<file path="config.mk">
export PLATFORM = sky130hd
export DESIGN_NAME = tracker_axis_sequencer_flat
export DESIGN_NICKNAME = d
export VERILOG_FILES = /design/src/rtl/tracker_axis_sequencer_if.sv /design/src/rtl/tracker_axis_sequencer.sv /design/src/flat_wrapper.sv
export SDC_FILE = /design/constraint.sdc
export NUM_CORES = 1
export LEC_CHECK = 0
export ABC_AREA = 1
export BUFFER_PORTS_ARGS = -buffer_cell sky130_fd_sc_hd__clkbuf_2
export CORE_MARGIN = 1
export CORE_UTILIZATION = 49
export CTS_CLUSTER_DIAMETER = 60
export DETAILED_ROUTE_END_ITERATION = 12
export GPL_TIMING_DRIVEN = 0
export HOLD_SLACK_MARGIN = 0.06
export PLACE_DENSITY = 0.8
export SYNTH_ARGS = -nofsm -noshare
export SYNTH_HDL_FRONTEND = slang
export SYNTH_SLANG_ARGS = --single-unit
export TNS_END_PERCENT = 1
</file>
<file path="constraint.sdc">
create_clock -name clk -period 2.8 [get_ports clk]
set_input_delay 0.14 -clock clk [delete_from_list [all_inputs] [get_ports clk]]
set_output_delay 0.14 -clock clk [all_outputs]
set_load 0.005 [all_outputs]
</file>
<file path="src/rtl/tracker_axis_sequencer_if.sv">
// Sensor/set-point inputs and motor/status outputs of the two-axis tracker sequencer.
interface tracker_axis_sequencer_if #(
    parameter int unsigned W = 16
);
    logic         mode;
    logic [W-1:0] r_v1;
    logic [W-1:0] r_v2;
    logic [W-1:0] r_h1;
    logic [W-1:0] r_h2;
    logic [W-1:0] theta_target;
    logic [W-1:0] phi_target;
    logic [W-1:0] theta_actual;
    logic [W-1:0] phi_actual;
    logic [1:0]   mot_theta;
    logic [1:0]   mot_phi;
    logic         active_axis;
    logic         aligned;
    logic         fault;

    modport master (
        output mode, r_v1, r_v2, r_h1, r_h2, theta_target, phi_target, theta_actual, phi_actual,
        input  mot_theta, mot_phi, active_axis, aligned, fault
    );

    modport slave (
        input  mode, r_v1, r_v2, r_h1, r_h2, theta_target, phi_target, theta_actual, phi_actual,
        output mot_theta, mot_phi, active_axis, aligned, fault
    );
endinterface

</file>
<file path="src/rtl/tracker_axis_sequencer.sv">
// Solar-tracker motor sequencer: moves theta then phi to balance (auto) or to set-points (manual),
// with per-axis settle filter, reversal dead time, hysteretic hold and a move timeout fault.
module tracker_axis_sequencer #(
    parameter int unsigned W         = 16,
    parameter int unsigned DEADBAND  = 5,
    parameter int unsigned REARM     = 10,
    parameter int unsigned HALF_TURN = 180,
    parameter int unsigned SETTLE    = 4,
    parameter int unsigned TIMEOUT   = 1000
) (
    input logic                     clk,
    input logic                     rst_n,
    tracker_axis_sequencer_if.slave bus
);
    localparam int unsigned CW = (SETTLE > 1) ? $clog2(SETTLE) : 1;
    localparam int unsigned TW = (TIMEOUT > 1) ? $clog2(TIMEOUT) : 1;

    localparam logic [W:0]    DB_L     = (W + 1)'(DEADBAND);
    localparam logic [W:0]    RA_L     = (W + 1)'(REARM);
    localparam logic [W:0]    HT_L     = (W + 1)'(HALF_TURN);
    localparam logic [CW-1:0] CNT_LAST = CW'(SETTLE - 1);
    localparam logic [TW-1:0] TMO_LAST = TW'(TIMEOUT - 1);

    typedef enum logic [2:0] {
        StTMove,
        StTSettle,
        StPMove,
        StPSettle,
        StHold,
        StFault
    } state_e;

    state_e        r_state, w_state_d;
    logic [1:0]    r_mot_t, w_mot_t_d;
    logic [1:0]    r_mot_p, w_mot_p_d;
    logic          r_axis, w_axis_d;
    logic          r_aligned, w_aligned_d;
    logic          r_fault, w_fault_d;
    logic [CW-1:0] r_cnt, w_cnt_d;
    logic [TW-1:0] r_tmo, w_tmo_d;
    logic          r_mode_q;
    logic          r_mode_vld;

    logic signed [W:0] w_err_t, w_d_p, w_err_p, w_err_a;
    logic [W:0]        w_mag_t, w_mag_p, w_mag_a;
    logic              w_phi_phase, w_inb, w_rearm, w_mode_chg;
    logic [1:0]        w_cur, w_dir, w_drive;

    function automatic logic [W:0] f_abs(input logic signed [W:0] e);
        return e[W] ? -e : e;
    endfunction

    // Operands are zero-extended to W+1 bits, so the differences never overflow.
    assign w_err_t = bus.mode ? ($signed({1'b0, bus.theta_actual}) - $signed({1'b0, bus.theta_target}))
                              : ($signed({1'b0, bus.r_v1}) - $signed({1'b0, bus.r_v2}));
    assign w_d_p   = bus.mode ? ($signed({1'b0, bus.phi_actual}) - $signed({1'b0, bus.phi_target}))
                              : ($signed({1'b0, bus.r_h1}) - $signed({1'b0, bus.r_h2}));
    assign w_err_p = (bus.mode && (f_abs(w_d_p) > HT_L)) ? -w_d_p : w_d_p;

    assign w_mag_t     = f_abs(w_err_t);
    assign w_mag_p     = f_abs(w_err_p);
    assign w_phi_phase = (r_state == StPMove) || (r_state == StPSettle);
    assign w_err_a     = w_phi_phase ? w_err_p : w_err_t;
    assign w_mag_a     = w_phi_phase ? w_mag_p : w_mag_t;
    assign w_inb       = (w_mag_a <= DB_L);
    assign w_rearm     = (w_mag_t > RA_L) || (w_mag_p > RA_L);
    assign w_mode_chg  = r_mode_vld && (bus.mode != r_mode_q);

    // A requested direction opposite to the one being driven costs one stopped cycle.
    assign w_cur   = w_phi_phase ? r_mot_p : r_mot_t;
    assign w_dir   = w_err_a[W] ? 2'b11 : 2'b01;
    assign w_drive = ((w_cur != 2'b00) && (w_cur != w_dir)) ? 2'b00 : w_dir;

    always_comb begin
        w_state_d   = r_state;
        w_mot_t_d   = 2'b00;
        w_mot_p_d   = 2'b00;
        w_axis_d    = r_axis;
        w_aligned_d = 1'b0;
        w_fault_d   = 1'b0;
        w_cnt_d     = r_cnt;
        w_tmo_d     = r_tmo;
        if (w_mode_chg) begin
            w_state_d = StTMove;
            w_axis_d  = 1'b0;
            w_cnt_d   = '0;
            w_tmo_d   = '0;
        end else begin
            unique case (r_state)
                StTMove, StPMove: begin
                    if (w_inb) begin
                        w_state_d = (r_state == StTMove) ? StTSettle : StPSettle;
                        w_cnt_d   = '0;
                    end else if (r_tmo == TMO_LAST) begin
                        w_state_d = StFault;
                        w_fault_d = 1'b1;
                    end else begin
                        w_tmo_d = r_tmo + TW'(1);
                        if (r_state == StTMove) w_mot_t_d = w_drive;
                        else                    w_mot_p_d = w_drive;
                    end
                end
                StTSettle, StPSettle: begin
                    if (!w_inb) begin
                        w_state_d = (r_state == StTSettle) ? StTMove : StPMove;
                        w_cnt_d   = '0;
                        w_tmo_d   = '0;
                    end else if (r_cnt == CNT_LAST) begin
                        w_cnt_d = '0;
                        w_tmo_d = '0;
                        if (r_state == StTSettle) begin
                            w_state_d = StPMove;
                            w_axis_d  = 1'b1;
                        end else begin
                            w_state_d   = StHold;
                            w_aligned_d = 1'b1;
                        end
                    end else begin
                        w_cnt_d = r_cnt + CW'(1);
                    end
                end
                StHold: begin
                    if (w_rearm) begin
                        w_state_d = StTMove;
                        w_axis_d  = 1'b0;
                        w_cnt_d   = '0;
                        w_tmo_d   = '0;
                    end else begin
                        w_aligned_d = 1'b1;
                    end
                end
                StFault: w_fault_d = 1'b1;
                default: w_state_d = StTMove;
            endcase
        end
    end

    always_ff @(posedge clk or negedge rst_n) begin
        if (!rst_n) begin
            r_state    <= StTMove;
            r_mot_t    <= 2'b00;
            r_mot_p    <= 2'b00;
            r_axis     <= 1'b0;
            r_aligned  <= 1'b0;
            r_fault    <= 1'b0;
            r_cnt      <= '0;
            r_tmo      <= '0;
            r_mode_q   <= 1'b0;
            r_mode_vld <= 1'b0;
        end else begin
            r_state    <= w_state_d;
            r_mot_t    <= w_mot_t_d;
            r_mot_p    <= w_mot_p_d;
            r_axis     <= w_axis_d;
            r_aligned  <= w_aligned_d;
            r_fault    <= w_fault_d;
            r_cnt      <= w_cnt_d;
            r_tmo      <= w_tmo_d;
            r_mode_q   <= bus.mode;
            r_mode_vld <= 1'b1;
        end
    end

    assign bus.mot_theta   = r_mot_t;
    assign bus.mot_phi     = r_mot_p;
    assign bus.active_axis = r_axis;
    assign bus.aligned     = r_aligned;
    assign bus.fault       = r_fault;
endmodule

</file>
<file path="src/flat_wrapper.sv">
// flat-port wrapper written by rule: the top's interface ports become plain ports
module tracker_axis_sequencer_flat 
#(
    parameter int unsigned W         = 16,
    parameter int unsigned DEADBAND  = 5,
    parameter int unsigned REARM     = 10,
    parameter int unsigned HALF_TURN = 180,
    parameter int unsigned SETTLE    = 4,
    parameter int unsigned TIMEOUT   = 1000
)
  (clk, rst_n, bus_mode, bus_r_v1, bus_r_v2, bus_r_h1, bus_r_h2, bus_theta_target, bus_phi_target, bus_theta_actual, bus_phi_actual, bus_mot_theta, bus_mot_phi, bus_active_axis, bus_aligned, bus_fault);
  tracker_axis_sequencer_if #(.W(W)) bus_i ();
  input logic clk;
  input logic rst_n;
  input wire logic [$bits(bus_i.mode)-1:0] bus_mode;
  input wire logic [$bits(bus_i.r_v1)-1:0] bus_r_v1;
  input wire logic [$bits(bus_i.r_v2)-1:0] bus_r_v2;
  input wire logic [$bits(bus_i.r_h1)-1:0] bus_r_h1;
  input wire logic [$bits(bus_i.r_h2)-1:0] bus_r_h2;
  input wire logic [$bits(bus_i.theta_target)-1:0] bus_theta_target;
  input wire logic [$bits(bus_i.phi_target)-1:0] bus_phi_target;
  input wire logic [$bits(bus_i.theta_actual)-1:0] bus_theta_actual;
  input wire logic [$bits(bus_i.phi_actual)-1:0] bus_phi_actual;
  output wire logic [$bits(bus_i.mot_theta)-1:0] bus_mot_theta;
  output wire logic [$bits(bus_i.mot_phi)-1:0] bus_mot_phi;
  output wire logic [$bits(bus_i.active_axis)-1:0] bus_active_axis;
  output wire logic [$bits(bus_i.aligned)-1:0] bus_aligned;
  output wire logic [$bits(bus_i.fault)-1:0] bus_fault;
  assign bus_i.mode = bus_mode;
  assign bus_i.r_v1 = bus_r_v1;
  assign bus_i.r_v2 = bus_r_v2;
  assign bus_i.r_h1 = bus_r_h1;
  assign bus_i.r_h2 = bus_r_h2;
  assign bus_i.theta_target = bus_theta_target;
  assign bus_i.phi_target = bus_phi_target;
  assign bus_i.theta_actual = bus_theta_actual;
  assign bus_i.phi_actual = bus_phi_actual;
  assign bus_mot_theta = bus_i.mot_theta;
  assign bus_mot_phi = bus_i.mot_phi;
  assign bus_active_axis = bus_i.active_axis;
  assign bus_aligned = bus_i.aligned;
  assign bus_fault = bus_i.fault;
  tracker_axis_sequencer #(.W(W), .DEADBAND(DEADBAND), .REARM(REARM), .HALF_TURN(HALF_TURN), .SETTLE(SETTLE), .TIMEOUT(TIMEOUT)) u_core (.clk(clk), .rst_n(rst_n), .bus(bus_i));
endmodule
</file>
* Yosys cells after proc, flatten, opt, wreduce, memory -nomap -nowiden
Index checks and enable logic that the tools add are counted.
** Storage, ports and cells
- Output and inout bits :: 7
- Bits of input ports :: 131
- Flip-flop bits (word level) :: 24
** Operators by class
- $add $sub $neg :: 9
- Reduce and logical (&&, ||, !) cells :: 15
- $lt $le $gt $ge :: 4
- Multiplexer cells :: 60
- Eq/ne operators :: 19
** Operators with widths (count)
- two-way mux 17 bit :: 8
- subtractor 16 x 16 -> 17 bit :: 4
- two-way mux 10 bit :: 6
- negator 17 bit :: 3
- two-way mux 2 bit :: 20
- greater-than comparator 17 x 4 -> 1 bit (second input constant) :: 2
- case mux 10 bit (3 select lines) :: 1
- two-way mux 3 bit :: 7
- greater-than comparator 17 x 8 -> 1 bit (second input constant) :: 1
- <= comparator 17 x 3 -> 1 bit (second input constant) :: 1
- inequality test 3 x 1 -> 1 bit (second input constant) :: 5
- two-way mux 1 bit :: 13
- case mux 3 bit (4 select lines) :: 1
- adder 10 x 1 -> 10 bit (second input constant) :: 1
- == test 10 bit (second input constant) :: 1
- AND reduction 5 bit :: 2
- == test 3 x 2 -> 1 bit (second input constant) :: 2
- == test 3 bit (second input constant) :: 2
- case mux 1 bit (2 select lines) :: 3
- case mux 2 bit (3 select lines) :: 1
- inequality test 4 x 1 -> 1 bit (second input constant) :: 1
- inequality test 4 bit (second input constant) :: 1
- AND reduction 4 bit :: 1
- nonzero test 4 bit :: 1
- other kinds (15) :: 19

* Longest topological paths before layout
Gate-level depths: netlist (run 1).
- Word-level depth :: 17
- Depth in mapped cells :: 45
- Gate-level depth less buffers :: 44

* Least setup slack after synthesis (run 1)
Ideal clock, no wire load.
- Path type :: input-to-reg
- Start point :: input port bus_phi_actual[0]
- End point :: register u_core.r_state[1]
- Path slack :: -1.878 ns
- Stages :: 42
- Data arrival time :: 4.561 ns
- Path buffers :: 1
- Library setup time :: 0.116 ns
- Cells stage by stage :: inv_1 ha_1 fa_1 nand2_1 nand2_2 ha_1 nand3_2 inv_2 nand3_2 nor2_2 nand3_2 nor2_4 nand4_1 nor2_1 ha_1 inv_1 nand3_1 nand2_1 (+6 left out) ha_1 nand3_1 nor2_2 nand2_1 nand2_1 nand2_1 nand2_1 nand2_1 nor2_1 nand2_2 a21oi_4 nand3_4 inv_1 ha_1 nand2_1 a21oi_1 nand2_1 nand2_1
** On the way
- Cells in the longest elaborated chain, start to end :: 14
- Elaborated cells between the ends (all ways) :: 21
** RTL lines
- start, declared :: line flat_wrapper.sv:23 : input wire logic [$bits(bus_i.phi_actual)-1:0] bus_phi_actual;
- subtractor 16 x 16 -> 17 bit * :: line tracker_axis_sequencer.sv:56 : assign w_d_p = bus.mode ? ($signed({1'b0, bus.phi_actual}) - $signed({1'b0, bus.phi_target}))
- two-way mux 17 bit * :: line tracker_axis_sequencer.sv:56
- negator 17 bit :: line tracker_axis_sequencer.sv:50, tracker_axis_sequencer.sv:58
- two-way mux 17 bit :: line tracker_axis_sequencer.sv:50 : return e[W] ? -e : e;
- greater-than comparator 17 x 8 -> 1 bit :: line tracker_axis_sequencer.sv:58 : assign w_err_p = (bus.mode && (f_abs(w_d_p) > HT_L)) ? -w_d_p : w_d_p;
- logical AND 1 bit :: line tracker_axis_sequencer.sv:58
- two-way mux 17 bit * :: line tracker_axis_sequencer.sv:58
- negator 17 bit :: line tracker_axis_sequencer.sv:50
- two-way mux 17 bit * :: line tracker_axis_sequencer.sv:50
- two-way mux 17 bit :: line tracker_axis_sequencer.sv:64 : assign w_mag_a = w_phi_phase ? w_mag_p : w_mag_t;
- <= comparator 17 x 3 -> 1 bit :: line tracker_axis_sequencer.sv:65 : assign w_inb = (w_mag_a <= DB_L);
- two-way mux 3 bit (on tied branches) :: line tracker_axis_sequencer.sv:104, tracker_axis_sequencer.sv:91
- case mux 3 bit (4 select lines) :: line tracker_axis_sequencer.sv:89 : unique case (r_state)
- two-way mux 3 bit :: line tracker_axis_sequencer.sv:83 : if (w_mode_chg) begin
- end signal, assigned :: line tracker_axis_sequencer.sv:140 : r_state <= StTMove;
- end signal, assigned :: line tracker_axis_sequencer.sv:151 : r_state <= w_state_d;
- end, declared :: line tracker_axis_sequencer.sv:33 : state_e r_state, w_state_d;
Every way passes the cells marked *; elsewhere a longest branch is shown, timed or not.
A chain may end at the register's enable or synchronous reset.

* Worst setup path after layout (run 1)
Ends and elaborated chain as after synthesis.

==> results.txt, run 1 <==
crit path DAT - 4830 ps
syn avg cell area - 5.35 um2
slowest CP cell - fa_2
CP Capture Type - flip-flop
row cnt - 45
Worst setup SP type - input port
Place WS - -2450 ps
ys async rst share - 100%
Post-synth top flop - dfrtp_1
Post-Layout Inst Area - 9400 um2
max_cap viols - 0
switch share - 52.0%
leakage - 5.57 nW
sw power - 1.48 mW
H-tree depth - 1
routed vias/inst - 5.10
Overall Global Routing Usage - 24.4%
Port Buffers - 137
I/O pin total - 138
Final WS setup - -1880 ps
initial antenna violation count - 0
Nets - 1,829
Die W - 128 um
CTS max path bufs - 2
CP peak stage delay - 530 ps
gpl congestion - 0.906
Post-DP Area - 8780 um2
Rel. slew slack - 58.6%
pin count of the biggest net entering global routing - 25
Worst-path clk slew - 60 ps
Pre-antenna DRT Iters - 7
Synth top area share - 23.7%
final setup fails - 22
worst hold path type - in2reg
most frequent CP cell - nand2_2
Post-Syn Nets - 1,648
initial DRC count - 546
final non-filler cell total - 1,832
Slew Limit Fails - 0
Layout area overhead - 21.8%
post-layout min period - 4680 ps
failing checks - setup timing
crit share post-route - 167%
CTS tree - done
Post-synth EDFFs - 0
Residual DRC - 0
Hold WS - 159 ps
peak supply drop - 0.213 mV
crit path kind - in2reg
maximum clock frequency - 214 MHz
Int Power - 1.37 mW
Clk network pwr share - 10.8%
count of final hold-check violations - 0
Yosys warning total - 0
synthesized area - 7720 um2
Hold Path Cell Cnt - 1
wire per inst - 11.1 um
commonest non-fill, non-tap cell in the layout - nand2_1
CTS sink cnt - 24
Slew @ Worst Pin - 621 ps
Power Dens Cells - 304 nW/um2
core area - 15,300 um2
DRT antenna net count - 0
Initial Util - 50.4%
diode count - 0
GRT overflow - 0
die span in y - 128 um
Max Fanout on Critical Path - 6
commonest non-fill, non-tap cells in the layout - 467 x nand2_1, 265 x inv_1, 145 x nand3_1, 134 x clkbuf_2, 111 x nor2_1
Fillers - 1,549
Final Skew - 1.88 ps
DIE AREA - 16,300 um2
first-pass GRT wire length - 33.8 mm
unrepaired setup endpoints after global routing - yes
total power - 2.85 mW
Required @ worst endpoint - 2950 ps
layout cells sized above 1 - 19.3%
via count - 9,340
Flop pwr share - 14.7%
outcome - finished with violations
vias in the first global route - 8,055
FF+latch count, synth - 24
CTS Buf Count - 3
Syn Inst Count - 1,442
Reg2Reg Depth - 13
Synth area leaders - nand2_1 24%, inv_1 13%, ha_1 12%, nand3_1 10%, dfrtp_1 7.8%
worst-skew pair later-pin latency - 260 ps
drt total wl - 20.4 mm
register area share after synthesis - 7.78%
post-synth top area cell - nand2_1
Root Driver - clkbuf_16
Comb pwr share - 74.5%
hpwl dp - 16.6 mm
Synth cell types - 47
dpl cells - 1,790
[what timing repair did]
item	CTS	global route
setup endpoints to repair	22	22
pin swaps	32	33
setup buffers	24	14
hold endpoints to repair	24	0
hold buffers	1	0
resized for setup	35	35
[path summary, 6_finish.rpt]
check | startpoint | to | slack [ps]
max | bus_phi_actual[0] | u_core.r_state[1] | -1880
min reg2reg | u_core.bus.active_axis | u_core.bus.active_axis | 480
max in group asynchronous | rst_n | u_core.r_tmo[9] | 1970
max reg2reg | u_core.r_state[1] | u_core.r_state[1] | 570
min | bus_mode | u_core.r_mode_q | 160
min in group asynchronous | rst_n | u_core.r_state[1] | 430
[cells in the mapped netlist, drive strengths merged (3+ instances only)]
master   count
a21oi       54
and2         6
buf         15
clkbuf       4
dfrtp       24
fa           4
ha          71
inv        277
nand2      509
nand3      175
nand3b      10
nand4       31
nor2       129
nor3        21
nor3b        3
o2111ai      4
o21ai       50
o21bai       5
xnor2       11
xor2        25
[final cells by class]
| cell class | count | area, um2 | area share (%) |
|---|---|---|---|
| Multi-Input combinational cell | 1120 | 6240 | 66.3 |
| Tap cell | 211 | 264 | 2.81 |
| Buffer | 20 | 163 | 1.73 |
| Sequential cell | 24 | 601 | 6.39 |
| Clock buffer | 3 | 75.1 | 0.798 |
| Inverter | 278 | 1060 | 11.3 |
| Timing Repair Buffer | 176 | 1010 | 10.7 |
[through the flow]
step | util [%] | setup TNS (ps)
CTS | 59.9 | -35880
global placement | 57.3 | -49580
finish | 61.4 | -38990
floorplan | - | -35540
global route | 61.4 | -44620
detailed placement | 57.3 | -50520
[flip-flops by register name, summed over array words and instances, names as in the netlist]
signal                  cells
u_core.r_mode_q             1
u_core.r_state              3
u_core.r_tmo               10
u_core.bus.fault            1
u_core.bus.active_axis      1
u_core.bus.mot_phi          2
u_core.r_mode_vld           1
u_core.bus.aligned          1
u_core.bus.mot_theta        2
u_core.r_cnt                2
[per-layer routing]
metal | track usage [%] | vias to the layer above | routed length [um]
met5 | 0 | - | 0
li1 | - | 4903 | -
met3 | 1.38 | 16 | 1010
met2 | 44.0 | 261 | 9600
met1 | 32.3 | 4160 | 9610
met4 | 4.20 | 0 | 170
[worst max-delay path, delay by kind of cell]
| kind | cells | cell delay, ps |
|---|---|---|
| buffers and inverters | 7 | 510 |
| AND/OR/NAND/NOR | 29 | 2790 |
| adder cells (fa/ha/maj) | 6 | 1340 |
| AO/OA/AOI/OAI | 1 | 50 |
[cell families (layout without fill, tap and decap cells)]
logic type	Yosys count	after routing	share of synthesized area [%]
xor+xnor	36	36	4.08
fa+ha+maj	75	75	12.5
compound gates	122	122	8.70
mux	1	1	0.130
buf+inv	298	477	15.6
flops	24	24	7.78
simple gates	885	885	51.1
other cells	1	1	0.0486
[power groups by stage]
stage / logic, mW / clock network, mW / registers [mW]
floorplan: 1.50 / 0 / 0.418
global placement: 1.92 / 0 / 0.423
detailed placement: 1.95 / 0 / 0.425
CTS: 2.04 / 0.314 / 0.419
global route: 2.40 / 0.329 / 0.426
finish: 2.13 / 0.309 / 0.419
Note: power is estimated with default switching activity, not from simulation.
==> inputs of run 2 (changes only) <==
--- a/config.mk
+++ b/config.mk
@@ -5,15 +5,15 @@
 export SDC_FILE = /design/constraint.sdc
 export NUM_CORES = 1
 export LEC_CHECK = 0
-export ABC_AREA = 1
 export BUFFER_PORTS_ARGS = -buffer_cell sky130_fd_sc_hd__clkbuf_2
 export CORE_MARGIN = 1
-export CORE_UTILIZATION = 49
+export CORE_UTILIZATION = 57
 export CTS_CLUSTER_DIAMETER = 60
 export DETAILED_ROUTE_END_ITERATION = 12
 export GPL_TIMING_DRIVEN = 0
 export HOLD_SLACK_MARGIN = 0.06
-export PLACE_DENSITY = 0.8
+export PLACE_DENSITY = 0.9
+export SLEW_MARGIN = 20
 export SYNTH_ARGS = -nofsm -noshare
 export SYNTH_HDL_FRONTEND = slang
 export SYNTH_SLANG_ARGS = --single-unit
==> results.txt, run 2 <==
outcome - finished with violations
failing checks - DRC, setup timing
synthesized area - 7600 um2 (-1.5%)
Required @ worst endpoint - 2970 ps (+20 ps)
die span in y - 118 um (-7.9%)
count of final hold-check violations - 0 (unchanged)
vias in the first global route - 8,933 (+11%)
max_cap viols - 0 (unchanged)
worst-skew pair later-pin latency - 250 ps (about the same)
crit path DAT - 6240 ps (+1410 ps)
register area share after synthesis - 7.90% (+0.12 points)
Synth area leaders - ha_1 12%, dfrtp_1 7.9%, a21oi_1 5.7%, inv_1 4.2%, nand2_1 4.1%
post-layout min period - 6070 ps (+1390 ps)
Overall Global Routing Usage - 34.9% (+10 points)
CP Capture Type - flip-flop
Pre-antenna DRT Iters - 12 (+5)
row cnt - 41 (-8.9%)
peak supply drop - 0.215 mV (+0.80%)
I/O pin total - 138 (unchanged)
H-tree depth - 1 (unchanged)
Max Fanout on Critical Path - 6 (unchanged)
Final Skew - 1.55 ps (-0.324 ps)
commonest non-fill, non-tap cell in the layout - clkbuf_2
CP peak stage delay - 410 ps (-120 ps)
Syn Inst Count - 1,047 (-27%)
Residual DRC - 1 (+1)
maximum clock frequency - 165 MHz (-23%)
Synth cell types - 102 (+120%)
CTS tree - done
initial antenna violation count - 0 (unchanged)
Power Dens Cells - 378 nW/um2 (+25%)
pin count of the biggest net entering global routing - 25 (unchanged)
register bank with the most flops - u_core.r_tmo
hpwl dp - 17.4 mm (+5.2%)
Yosys warning total - 0 (unchanged)
max FFs per register - 10 (unchanged)
worst hold path type - in2reg
Nets - 1,466 (-20%)
crit share post-route - 217% (+50 points)
final setup fails - 22 (unchanged)
DIE AREA - 13,800 um2 (-15%)
diode count - 0 (unchanged)
routed vias/inst - 6.63 (+30%)
FF+latch count, synth - 24 (unchanged)
total power - 3.80 mW (+33%)
CTS max path bufs - 2 (unchanged)
Rel. slew slack - 49.9% (-8.7 points)
Layout area overhead - 32.3%
Slew @ Worst Pin - 747 ps (+126 ps)
unrepaired setup endpoints after global routing - yes
Synth top cells by count - 86 x a21oi_1, 86 x inv_1, 84 x nand2_1
syn avg cell area - 7.26 um2 (+36%)
layout cells sized above 1 - 31.2% (+12 points)
Initial Util - 59.3% (+8.9 points)
dpl cells - 1,356 (-24%)
Post-Syn Nets - 1,253 (-24%)
family with the most delay on the worst path - simple AND/OR/NAND/NOR gates
Die W - 118 um (-7.9%)
GRT overflow - 0 (unchanged)
ys async rst share - 100% (unchanged)
Worst-path clk slew - 60 ps (about the same)
Buf/Inv on CP - 6 (-1)
Synth top area share - 11.7% (-12 points)
crit path kind - in2reg
leakage - 4.59 nW (-18%)
final non-filler cell total - 1,431 (-22%)
Slew Limit Fails - 0 (unchanged)
CTS Buf Count - 3 (unchanged)
slowest CP cell - fa_2
drt total wl - 25.4 mm (+25%)
Port Buffers - 137 (unchanged)
Root Driver - clkbuf_16
via count - 9,482 (+1.5%)
first-pass GRT wire length - 41.1 mm (+22%)
Worst setup SP type - input port
DRT antenna net count - 0 (unchanged)
core area - 12,800 um2 (-16%)
Post-synth EDFFs - 0 (unchanged)
Hold WS - 209 ps (+50.1 ps)
wire per inst - 17.7 um (+59%)
Final WS setup - -3270 ps (-1390 ps)
CTS sink cnt - 24 (unchanged)
biggest regs - u_core.r_tmo: 10 flops, u_core.r_state: 3 flops
Post-synth top flop - dfrtp_1
commonest non-fill, non-tap cells in the layout - 136 x clkbuf_2, 85 x inv_1, 76 x nand2_1, 73 x a21oi_1, 71 x buf_4
gpl congestion - 0.958 (+5.7%)
post-synth top area cell - ha_1
initial DRC count - 939 (+72%)
run 2: cell count changes after synthesis, sizes merged, moves of 18 or more:
cell,before,now
and3,0,23
a211oi,1,22
nor2,129,65
a21o,0,21
a21oi,54,87
nand2,509,84
mux2i,1,19
xnor2,11,30
nand3,175,27
nand2b,0,24
inv,277,89
o21a,0,22
o211ai,2,26
run 2: final timing paths:
check,startpoint,to,slack (ps),depth (start not counted)
worst max-delay path,bus_r_h1[0],u_core.r_tmo[6],-3270,30
worst min-delay path,bus_mode,u_core.r_mode_q,210,2
worst max register to register,u_core.r_state[1],u_core.r_tmo[5],210,9
worst min register to register,u_core.r_cnt[1],u_core.r_cnt[1],510,1
max in group asynchronous,rst_n,u_core.r_tmo[1],1980,2
min in group asynchronous,rst_n,u_core.r_tmo[4],420,2
run 2: area by class of cell:
type | instances | area (um2)
tap | 172 | 215
timing repair buffer | 213 | 1350
inverter | 89 | 347
sequential | 24 | 601
multi-input combinational | 898 | 7150
clock buffer | 4 | 88.8
fill | 866 | 2770
buffer | 31 | 307
run 2: timing repair:
action	in CTS	in global routing
pin swaps	55	40
gates resized for setup	95	44
hold buffers	1	0
cloned	1	1
endpoints found under the setup margin	22	22
hold endpoints to repair	24	0
setup buffers	59	15
run 2: kinds of logic after synthesis:
logic type / synth area share, %
AOI/OAI and AO/OA: 35.0
other: 0.0493
and+or+nand+nor: 27.0
DFF: 7.90
adders and majority gates: 12.7
xor gates and xnor gates: 6.43
muxes: 4.18
buffers and inverters: 6.70
run 2: report_power, final:
part,leakage (nW),internal (mW),total [mW],switching (mW)
Combinational,4.22,1.28,3.01,1.73
Sequential,0.323,0.392,0.456,0.0639
Clock,0.0442,0.218,0.335,0.117
run 2: through the flow:
step                utilization (%)  setup TNS (ps)  setup WS (ps)  area (um2)
floorplan                         -          -62970          -2940        7820
global placement               68.0          -86680          -4020        8720
detailed placement             68.0          -89840          -4190        8720
CTS                            76.2          -63460          -2960        9780
global route                   78.4          -75690          -3520       10100
finish                         78.4          -70040          -3270       10100
run 2: routing by layer:
| metal | track usage [%] | wire (um) | vias to the layer above |
|---|---|---|---|
| met1 | 45.3 | 10200 | 4371 |
| met4 | 13.5 | 1080 | 0 |
| met2 | 58.2 | 11700 | 594 |
| met3 | 4.89 | 2450 | 129 |
| met5 | 0 | 0 | - |
| li1 | - | - | 4388 |
